### src/rtl/mvm_frame_ctrl.sv
// rtl/mvm_frame_ctrl.sv - UART byte framing and sequencing controller for the MVM core
module mvm_frame_ctrl #(
    parameter int R              = 4,
    parameter int C              = 4,
    parameter int W_X            = 4,
    parameter int W_K            = 4,
    parameter int W_Y_OUT        = 10,
    parameter int BITS_PER_WORD  = 8,
    parameter int TIMEOUT_CYCLES = 1024,
    parameter int W_BUS_KX       = R*C*W_K + C*W_X,
    parameter int W_BUS_Y        = R*W_Y_OUT
) (
    input  logic                     clk,
    input  logic                     rstn,
    input  logic                     s_valid,
    input  logic [BITS_PER_WORD-1:0] s_data,
    output logic                     s_ready,
    output logic [W_BUS_KX-1:0]      mvm_kx,
    output logic                     mvm_start,
    input  logic                     mvm_done,
    input  logic [W_BUS_Y-1:0]       mvm_y,
    output logic                     m_valid,
    output logic [BITS_PER_WORD-1:0] m_data,
    input  logic                     m_ready,
    output logic                     busy,
    output logic                     overrun,
    output logic                     frame_err
);
    localparam int N_WORDS_KX = W_BUS_KX / BITS_PER_WORD;
    localparam int N_WORDS_Y  = W_BUS_Y / BITS_PER_WORD;
    localparam int CW = (N_WORDS_KX > 1) ? $clog2(N_WORDS_KX) : 1;
    localparam int WW = (N_WORDS_Y > 1) ? $clog2(N_WORDS_Y) : 1;
    localparam int IW = (TIMEOUT_CYCLES > 0) ? $clog2(TIMEOUT_CYCLES + 1) : 1;
    localparam logic [CW-1:0] CNT_LAST  = CW'(N_WORDS_KX - 1);
    localparam logic [WW-1:0] WCNT_LAST = WW'(N_WORDS_Y - 1);
    localparam logic [IW-1:0] IDLE_LAST = IW'((TIMEOUT_CYCLES > 0) ? TIMEOUT_CYCLES - 1 : 0);

    localparam logic [1:0] ST_RECV  = 2'd0;
    localparam logic [1:0] ST_START = 2'd1;
    localparam logic [1:0] ST_WAIT  = 2'd2;
    localparam logic [1:0] ST_SEND  = 2'd3;

    generate
        if ((W_BUS_KX % BITS_PER_WORD) != 0 || (W_BUS_Y % BITS_PER_WORD) != 0) begin : g_bad_width
            $error("mvm_frame_ctrl: operand/result buses must be whole multiples of BITS_PER_WORD");
        end
    endgenerate

    logic [1:0]          state_q, state_d;
    logic [CW-1:0]       cnt_q, cnt_d;
    logic [IW-1:0]       idle_q, idle_d;
    logic [WW-1:0]       wcnt_q, wcnt_d;
    logic [W_BUS_KX-1:0] kx_q, kx_d;
    logic [W_BUS_Y-1:0]  y_q, y_d;
    logic                overrun_q, overrun_d;
    logic                frame_err_q, frame_err_d;

    always_comb begin
        state_d     = state_q;
        cnt_d       = cnt_q;
        idle_d      = idle_q;
        wcnt_d      = wcnt_q;
        kx_d        = kx_q;
        y_d         = y_q;
        overrun_d   = overrun_q;
        frame_err_d = 1'b0;
        // The receiver cannot stall, so anything arriving outside RECV is lost.
        if (s_valid && state_q != ST_RECV) begin
            overrun_d = 1'b1;
        end
        case (state_q)
            ST_RECV: begin
                if (s_valid) begin
                    for (int i = 0; i < N_WORDS_KX; i++) begin
                        if (cnt_q == CW'(i)) begin
                            kx_d[i*BITS_PER_WORD +: BITS_PER_WORD] = s_data;
                        end
                    end
                    idle_d = '0;
                    if (cnt_q == CNT_LAST) begin
                        cnt_d   = '0;
                        state_d = ST_START;
                    end else begin
                        cnt_d = cnt_q + CW'(1);
                    end
                end else if (TIMEOUT_CYCLES != 0 && cnt_q != '0) begin
                    if (idle_q == IDLE_LAST) begin
                        cnt_d       = '0;
                        idle_d      = '0;
                        frame_err_d = 1'b1;
                    end else begin
                        idle_d = idle_q + IW'(1);
                    end
                end
            end
            ST_START: state_d = ST_WAIT;
            ST_WAIT: begin
                if (mvm_done) begin
                    y_d     = mvm_y;
                    wcnt_d  = '0;
                    state_d = ST_SEND;
                end
            end
            default: begin
                if (m_ready) begin
                    if (wcnt_q == WCNT_LAST) begin
                        wcnt_d  = '0;
                        state_d = ST_RECV;
                    end else begin
                        wcnt_d = wcnt_q + WW'(1);
                    end
                end
            end
        endcase
    end

    always_ff @(posedge clk) begin
        if (!rstn) begin
            state_q     <= ST_RECV;
            cnt_q       <= '0;
            idle_q      <= '0;
            wcnt_q      <= '0;
            kx_q        <= '0;
            y_q         <= '0;
            overrun_q   <= 1'b0;
            frame_err_q <= 1'b0;
        end else begin
            state_q     <= state_d;
            cnt_q       <= cnt_d;
            idle_q      <= idle_d;
            wcnt_q      <= wcnt_d;
            kx_q        <= kx_d;
            y_q         <= y_d;
            overrun_q   <= overrun_d;
            frame_err_q <= frame_err_d;
        end
    end

    always_comb begin
        m_data = '0;
        for (int i = 0; i < N_WORDS_Y; i++) begin
            if (wcnt_q == WW'(i)) begin
                m_data = y_q[i*BITS_PER_WORD +: BITS_PER_WORD];
            end
        end
    end

    assign s_ready   = (state_q == ST_RECV);
    assign mvm_start = (state_q == ST_START);
    assign m_valid   = (state_q == ST_SEND);
    assign busy      = !(state_q == ST_RECV && cnt_q == '0);
    assign mvm_kx    = kx_q;
    assign overrun   = overrun_q;
    assign frame_err = frame_err_q;
endmodule

### config.mk
export PLATFORM = sky130hd
export DESIGN_NAME = mvm_frame_ctrl
export DESIGN_NICKNAME = d
export VERILOG_FILES = /design/src/rtl/mvm_frame_ctrl.sv
export SDC_FILE = /design/constraint.sdc
export NUM_CORES = 1
export LEC_CHECK = 0
export BUFFER_PORTS_ARGS = -buffer_cell sky130_fd_sc_hd__buf_2
export CORE_AREA = 2 2 113 115
export CTS_BUF_LIST = sky130_fd_sc_hd__clkbuf_4 sky130_fd_sc_hd__clkbuf_8
export CTS_CLUSTER_DIAMETER = 200
export DETAILED_ROUTE_END_ITERATION = 16
export DIE_AREA = 0 0 115 117
export PLACE_DENSITY = 0.77
export SYNTH_ARGS = -nofsm -noshare
export SYNTH_HDL_FRONTEND = slang
export SYNTH_SLANG_ARGS = --single-unit
### constraint.sdc
create_clock -name clk -period 1.9 [get_ports clk]
set_input_delay 0.285 -clock clk [delete_from_list [all_inputs] [get_ports clk]]
set_output_delay 0.285 -clock clk [all_outputs]
set_load 0.02 [all_outputs]
## Yosys cells after proc, flatten, opt, wreduce, memory -nomap -nowiden

Cells that the tools add are included.

| storage, ports and cells | value |
|---|---|
| logic and storage cells | 97 |
| register bits after elaboration | 142 |
| output and inout bits | 94 |
| input bits | 53 |

| cells by class | value |
|---|---|
| reduce and logical (&&, ||, !) cells | 30 |
| $add $sub $neg | 3 |
| bitwise gates (word level) | 4 |
| equality and inequality tests | 20 |
| muxes and demuxes | 23 |

Operators by type and width:

| cell | number |
|---|---|
| 8-bit two-way mux | 5 |
| 3-bit AND reduction | 12 |
| 11-bit two-way mux | 3 |
| 4-bit by 3-bit equality test with 1-bit output (second input constant) | 4 |
| 4-bit two-way mux | 4 |
| 4-bit nonzero test | 3 |
| 11-bit by 1-bit adder with 11-bit output (second input constant) | 1 |
| 11-bit by 10-bit equality test with 1-bit output (second input constant) | 1 |
| 2-bit two-way mux | 5 |
| 3-bit two-way mux | 3 |
| 4-bit by 2-bit equality test with 1-bit output (second input constant) | 2 |
| 4-bit equality test (second input constant) | 2 |
| 2-bit nonzero test | 4 |
| 3-bit by 2-bit equality test with 1-bit output (second input constant) | 2 |
| 2-bit one-hot mux with 3 select lines | 1 |
| 3-bit one-hot mux with 2 select lines | 1 |
| 5-bit AND reduction | 1 |
| 4-bit by 1-bit adder with 4-bit output (second input constant) | 1 |
| 2-bit equality test (second input constant) | 2 |
| 4-bit by 1-bit equality test with 1-bit output (second input constant) | 1 |
| 4-bit zero test | 1 |
| 2-bit != test (second input constant) | 2 |
| 1-bit NOT | 4 |
| 2-bit AND reduction | 2 |
| 12 further kinds | 13 |

## Longest topological paths before layout

Gate-level depths: netlist (run 1).

| depth | value |
|---|---|
| depth after elaboration | 6 |
| gate-level depth with buffers | 8 |
| mapped depth without buffers | 6 |

## Worst setup path before layout (run 1)

OpenSTA, ideal clock, no wires.

| path | value |
|---|---|
| kind | register -> output |
| from | register wcnt_q[2] |
| to | output port m_data[0] |
| arrival | 1.844 ns |
| path buffers | 2 |
| stages on the path, launching flop included | 7 |
| slack | -0.229 ns |
| data required time | 1.615 ns |
| cells stage by stage | dfxtp_1 > clkinv_1 > ha_1 > clkbuf_1 > or2_2 > buf_1 > o21ai_0 |

| between the ends | value |
|---|---|
| cells in the longest elaborated chain, start to end | 6 |
| elaborated cells between the ends (all ways) | 10 |
| those cells by class | 4 x eq/ne; 5 x mux; 1 x reduce/logical |

Ends and longest elaborated chain:

| element | RTL line | text |
|---|---|---|
| start, declared | 52 | `logic [WW-1:0] wcnt_q, wcnt_d;` |
| start signal, assigned | 131 | `wcnt_q <= wcnt_d;` |
| 3-bit zero test | 142 | `if (wcnt_q == WW'(i)) begin` |
| 8-bit two-way mux (4 in a row) | 142 |  |
| 8-bit two-way mux (*) | 142 |  |
| end, declared | 23 | `output logic [BITS_PER_WORD-1:0] m_data,` |

Every way passes the cells marked *; elsewhere a longest branch is shown, timed or not.

## Final worst setup path (run 1)

| path | value |
|---|---|
| from | register wcnt_q[1] |
| to | output port m_data[4] |

Same word-level chain as after synthesis.

==> metrics, run 1 <==
outcome=finished, violations left; failing checks=setup timing; max-slew violations=0; vias=about 5000; Worst path slowest cell=dfxtp_4; Post-DP HPWL=around 10 mm; final hold violations=0; area leader, netlist=dfxtp_1; Layout Cells excl Fill=990; Netlist cell types=56; post-detailed-routing wire length=15.2 mm; gate count after technology mapping=675; grt total ovfl=0; cts bufs inserted=17; pwr dens=812 nW/um2; Vias per Instance=5.21; WP data required=1620 ps; full die area=13500 um2; crit path max fanout=8; clk sinks=142; DRC violations left=0; CP peak stage delay=370 ps; r2r worst-path depth=5; unrepaired setup endpoints after global routing=yes; ratio of cells with drive above 1 in the final layout=0.310; CP most frequent cell=ha_4; post-synth top area share=0.477; max_slew headroom=0.694; final worst setup slack=-249 ps; Fin Hold WS=between 60 and 70 ps; largest net degree at the start of global routing=76; htree depth=4; pre-CTS setup slack=-47.1 ps; PortBufs=146; flops & latches, synth=142; leading cell type by number of instances after synthesis=dfxtp_1; hold path depth=3; LEAKAGE=0.00312 uW; synthesized area=between 5000 and 6000 um2; Starting Density=0.484; critical path class=flip-flop to output pin; die width=115 um; Placeable Area=12300 um2; skew final=11.6 ps; clock transition at the registers of the reported paths=~80 ps; DP Cell Count=953; vias in the first global route=about 4800; Synthesis Warnings=0; top cells by area, synth=dfxtp_1, mux2i_1, nand2_1; initial antenna violation count=0; Routed Antenna Nets=0; Initial DRC Count=334; hold crit path type=input port to flip-flop; first-pass GRT wire length=about 24 mm; final worst-path cycle share=1.13; critical path arrival=1860 ps; clock buffer depth=2; register area share after synthesis=0.477; net count reported at finish=892; Vert. Die Dim=~120 um; insertion delay to the later sink of the worst-skew pair=450 ps; diode count=0; Period minus WS final=2150 ps; GRT Overall Usage=0.228; Synth top cells by count=dfxtp_1, nand2_1, nor2_1, mux2i_1, a21oi_1; Synth async-reset ratio=0; VDD IR-drop max=approximately 0.63 mV; Ports=around 150; Wirelength per Cell=15.3 um; total negative slack=-1880 ps; CP Cell Sequence=ha_4 > ha_4 > nor2b_4 > a22o_1 > a31oi_1 > o21ai_2 > buf_6; top_reg_cell synth=dfxtp_1; Max Cap Viol=0; Syn Nets=740; CTS tree=built; Filler cells=~1000; Crit. End Element=output pin; Worst setup SP type=flip-flop; Worst Tran Pin Value=456 ps; row count=41; Area growth syn-to-layout=28.7%; fmax=465 MHz; syn avg cell area=8.83 um2; DR pass1 iterations=4; Setup violations, final=8; number of synthesized flops with an enable pin=0; clock root buffer=clkbuf_8; Placer Congestion=slightly above 0.8
==> stage by stage <==
stage	cell area (um2)	utilization	total power, uW
4_1_cts	7600	0.618	6260
5_1_grt	7670	0.623	6500
6_report	7670	0.623	6230
2_1_floorplan	6020	-	3660
3_5_place_dp	7080	0.575	3970
3_3_place_gp	7080	0.575	3960
==> critical path, delay by kind of cell, from the launching register on <==
family | cells | cell delay, ps
flip-flops | 1 | 370
AND/OR/NAND/NOR | 1 | 150
AO/OA/AOI/OAI | 3 | 440
buffers and inverters | 1 | 130
adder cells (fa/ha/maj) | 2 | 310
==> registers in the layout, summed over array words and instances (netlist names) <==
name       count
cnt_q          4
frame_err      1
idle_q        11
mvm_kx        80
overrun        1
state_q        2
wcnt_q         3
y_q           40
==> layer usage <==
layer,vias to the layer above,GRT usage,routed length [um]
met5,-,0,0
met1,2370,0.290,6780
met3,12,0.0850,1040
met4,0,0.0763,173
met2,159,0.361,7160
li1,2613,-,-
==> cells by family after synthesis <==
logic type / after synthesis / synth area share
compound gates: 123 / 0.122
fa+ha+maj: 12 / 0.0252
buf+inv: 60 / 0.0414
mux: 74 / 0.124
xor+xnor: 5 / 0.00735
simple gates: 259 / 0.202
flops: 142 / 0.477
==> power breakdown <==
group	switching (uW)	total (uW)	internal, uW	leakage, uW
logic	521	862	341	0.00179
clock network	1210	2300	1090	0.000180
registers	38.2	3070	3030	0.00115
==> cell type report <==
cell class,count,area (um2),share of cell area
Clock buffer,20,256,0.0334
Inverter,10,42.5,0.00555
Timing Repair Buffer,182,1180,0.153
Tap cell,150,188,0.0245
Multi-Input combinational cell,474,3040,0.397
Sequential cell,142,2850,0.372
Clock inverter,12,114,0.0148
==> path summary, 6_finish.rpt <==
check	startpoint	slack (ps)	endpoint
hold reg to reg	mvm_kx[0]$_SDFFE_PN0P_	460	mvm_kx[0]$_SDFFE_PN0P_
setup / recovery	wcnt_q[1]$_SDFFE_PN0P_	-250	m_data[4]
setup reg to reg	cnt_q[2]$_SDFFE_PN0P_	120	idle_q[9]$_SDFFE_PN0P_
hold / removal	mvm_y[5]	70	y_q[5]$_SDFFE_PN0P_
==> timing repair <==
item,CTS,global route
endpoints found under the setup margin,9,10
gates cloned,1,0
hold buffers,0,0
pin swaps,10,15
buffers inserted,2,2
gates resized for setup,37,14
==> layout by cell type (no fill, tap or decap), types with 3 or more instances in the layout <==
| cell | synthesis | final |
|---|---|---|
| o21ai_0 | 12 | 4 |
| buf_12 | 0 | 9 |
| o21ai_2 | 0 | 8 |
| dfxtp_1 | 142 | 139 |
| buf_2 | 4 | 137 |
| ha_4 | 0 | 5 |
| nand2_1 | 120 | 120 |
| buf_4 | 2 | 25 |
| nand3b_1 | 9 | 9 |
| clkbuf_8 | 0 | 17 |
| inv_1 | 9 | 5 |
| a31oi_1 | 11 | 8 |
| nand2b_1 | 4 | 4 |
| nor3_4 | 3 | 4 |
| nand3_1 | 5 | 5 |
| a31oi_2 | 0 | 3 |
| nand4_1 | 4 | 4 |
| or4_1 | 5 | 5 |
| xor2_1 | 4 | 4 |
| clkinvlp_4 | 0 | 4 |
| a21oi_1 | 73 | 71 |
| mux2i_1 | 74 | 74 |
| inv_6 | 0 | 3 |
| nor4_4 | 2 | 3 |
| clkbuf_4 | 0 | 3 |
| and3_1 | 4 | 4 |
| nor2_1 | 83 | 83 |
| buf_6 | 1 | 11 |
| clkinv_2 | 0 | 4 |
| a22o_1 | 8 | 8 |
| ha_1 | 12 | 5 |
(Power assumes the default switching activity.)
==> inputs of run 2 (changes only) <==
ABC_AREA = 1   (was unset)
CORE_AREA = 2 2 126 103   (was 2 2 113 115)
DIE_AREA = 0 0 128 105   (was 0 0 115 117)
==> metrics, run 2 <==
cts bufs inserted=17; net count reported at finish=1044; Post-DP HPWL=10.8 mm; gate count after technology mapping=slightly above 800; Max Cap Viol=0; Starting Density=0.494; leading cell type in the layout, fill and taps excluded=buf_2; largest family of logic cells by synthesized area=simple AND/OR/NAND/NOR gates; die width=128 um; top cells by area, synth=dfxtp_1, o21ai_0, nor2_1; max_slew headroom=0.646; CTS tree=built; RR Startpoint=idle_q[0]$_SDFFE_PN0P_; skew final=13.1 ps; Ports=147; Netlist cell types=26; post-synthesis simple-gate area fraction=0.234; xor/xnor share of the synthesized area=0.00147; Worst Hold End=y_q[39]$_SDFFE_PN0P_; first-pass GRT wire length=25.7 mm; vias in the first global route=5301; DRC violations left=0; most frequent cells in the layout=buf_2, dfxtp_1, nor2_1; clock root buffer=clkbuf_8; register area share after synthesis=0.477; full die area=~13000 um2; Placeable Area=~12000 um2; Hold Crit Start=mvm_y[39]; Filler cells=1121; Vias per Instance=5.05; largest net degree at the start of global routing=65; number of synthesized flops with an enable pin=0; synthesized area=5970 um2; ratio of cells with drive above 1 in the final layout=0.284; final core occ=0.628; reg2reg end=idle_q[5]$_SDFFE_PN0P_; area leader, netlist=dfxtp_1; Period minus WS final=2130 ps; Worst Tran Pin Value=531 ps; critical path arrival=between 1500 and 2000 ps; top_reg_cell synth=dfxtp_1; clock transition at the registers of the reported paths=90 ps; post-detailed-routing wire length=16.0 mm; Crit. End Element=output pin; Setup violations, final=8; hold path depth=3; LEAKAGE=0.00338 uW; post-synth top area share=0.477; Fin Hold WS=87.8 ps; vias=5784; Finished Cell Area=7580 um2; syn avg cell area=7.20 um2; WP data required=approximately 1600 ps; final worst setup slack=-229 ps; Compound-Gate Fraction of Synth Area=0.168; fmax=470 MHz; critical path class=flip-flop to output pin; VDD IR-drop max=slightly below 0.9 mV; leading cell type by number of instances after synthesis=dfxtp_1; htree depth=4; DP Cell Count=around 1100; Synth async-reset ratio=0; crit path max fanout=8; hold crit path type=input port to flip-flop; unrepaired setup endpoints after global routing=yes; DR pass1 iterations=7; max reg flops=80; Placer Congestion=0.862; clock buffer depth=2; clk sinks=142; Syn Nets=894; Routed Antenna Nets=0; pwr dens=1090 nW/um2; PortBufs=146; flops & latches, synth=142; post-synthesis adder-cell area fraction=0.0252; failing checks=setup timing; final worst-path cycle share=1.12; dpl cell area=just under 7000 um2; outcome=finished, violations left; grt total ovfl=0; flop2flop setup slack=180 ps; Vert. Die Dim=105 um; Layout Cells excl Fill=1145; Synth top cells by count=dfxtp_1, nor2_1, o21ai_0, nand2_1, inv_1; Synthesis Warnings=0; final hold violations=0; GRT Overall Usage=0.239; insertion delay to the later sink of the worst-skew pair=440 ps; post-synthesis mux area share=0; Worst setup SP type=flip-flop; r2r worst-path depth=10; max-slew violations=0; Initial DRC Count=380; initial antenna violation count=1; Area growth syn-to-layout=27.1%; Wirelength per Cell=14.0 um; Pwr Total=8260 uW; row count=36
run 2: area by class of cell:
| class | instances | area [um2] | area share |
|---|---|---|---|
| Sequential cell | 142 | 2860 | 0.377 |
| Multi-Input combinational cell | 541 | 2780 | 0.367 |
| Timing Repair Buffer | 175 | 983 | 0.130 |
| Clock buffer | 18 | 248 | 0.0327 |
| Inverter | 102 | 397 | 0.0523 |
| Antenna cell | 1 | 2.50 | 0.000330 |
| Clock inverter | 14 | 125 | 0.0165 |
| Tap cell | 152 | 190 | 0.0251 |
run 2: timing repair:
item,4_1_cts,5_1_grt
setup buffers,5,1
hold buffers,0,0
gates resized for setup,62,20
endpoints found under the setup margin,17,32
pin swaps,16,11
run 2: worst max path at each step:
stage                              end  depth (start not counted)                     from  slack (ps)
6_report                     m_data[2]                         10   wcnt_q[0]$_SDFFE_PN0P_        -230
5_1_grt                      m_data[6]                         10   wcnt_q[0]$_SDFFE_PN0P_        -350
4_1_cts                      m_data[0]                         10   wcnt_q[0]$_SDFFE_PN0P_        -250
3_5_place_dp   mvm_kx[37]$_SDFFE_PN0P_                          7  state_q[1]$_SDFFE_PN0P_         -20
3_3_place_gp   mvm_kx[33]$_SDFFE_PN0P_                          7  state_q[1]$_SDFFE_PN0P_          40
2_1_floorplan                m_data[0]                          8   wcnt_q[1]$_SDFFE_PN0P_          20
run 2: cells by family (layout without fill, tap and decap cells):
kind of cell	Yosys count	after routing
buf+inv	146	309
flops	142	142
fa+ha+maj	12	12
simple gates	329	329
other cells	0	1
compound gates	199	199
xor+xnor	1	1
run 2: power by group:
group / switching, uW / total, uW / internal, uW
clock: 1300 / 2290 / 989
combinational: 1590 / 2530 / 948
sequential: 198 / 3440 / 3240
total: 3080 / 8260 / 5180
run 2: per-stage QoR:
| step | worst slack, ps | TNS [ps] |
|---|---|---|
| after global placement | 39.0 | 0 |
| after floorplan | 22.5 | 0 |
| final | -229 | -1670 |
| after CTS | -250 | -1970 |
| after global routing | -352 | -2600 |
| after detailed placement | -19.2 | -78.9 |
run 2: layer usage:
layer,up-vias,part of all wire,global-route usage
li1,2962,-,-
met1,2612,0.47,0.328
met2,183,0.45,0.365
met3,27,0.059,0.0476
met4,0,0.019,0.0997
met5,-,0,0
run 2: critical path: stages (launching register included):
cell	delay (ps)
dfxtp_4	380
inv_4	80
ha_4	130
inv_2	40
nor2_4	80
buf_6	140
nand3_1	90
nand3_2	90
nand3_2	90
a21oi_2	150
buf_6	130
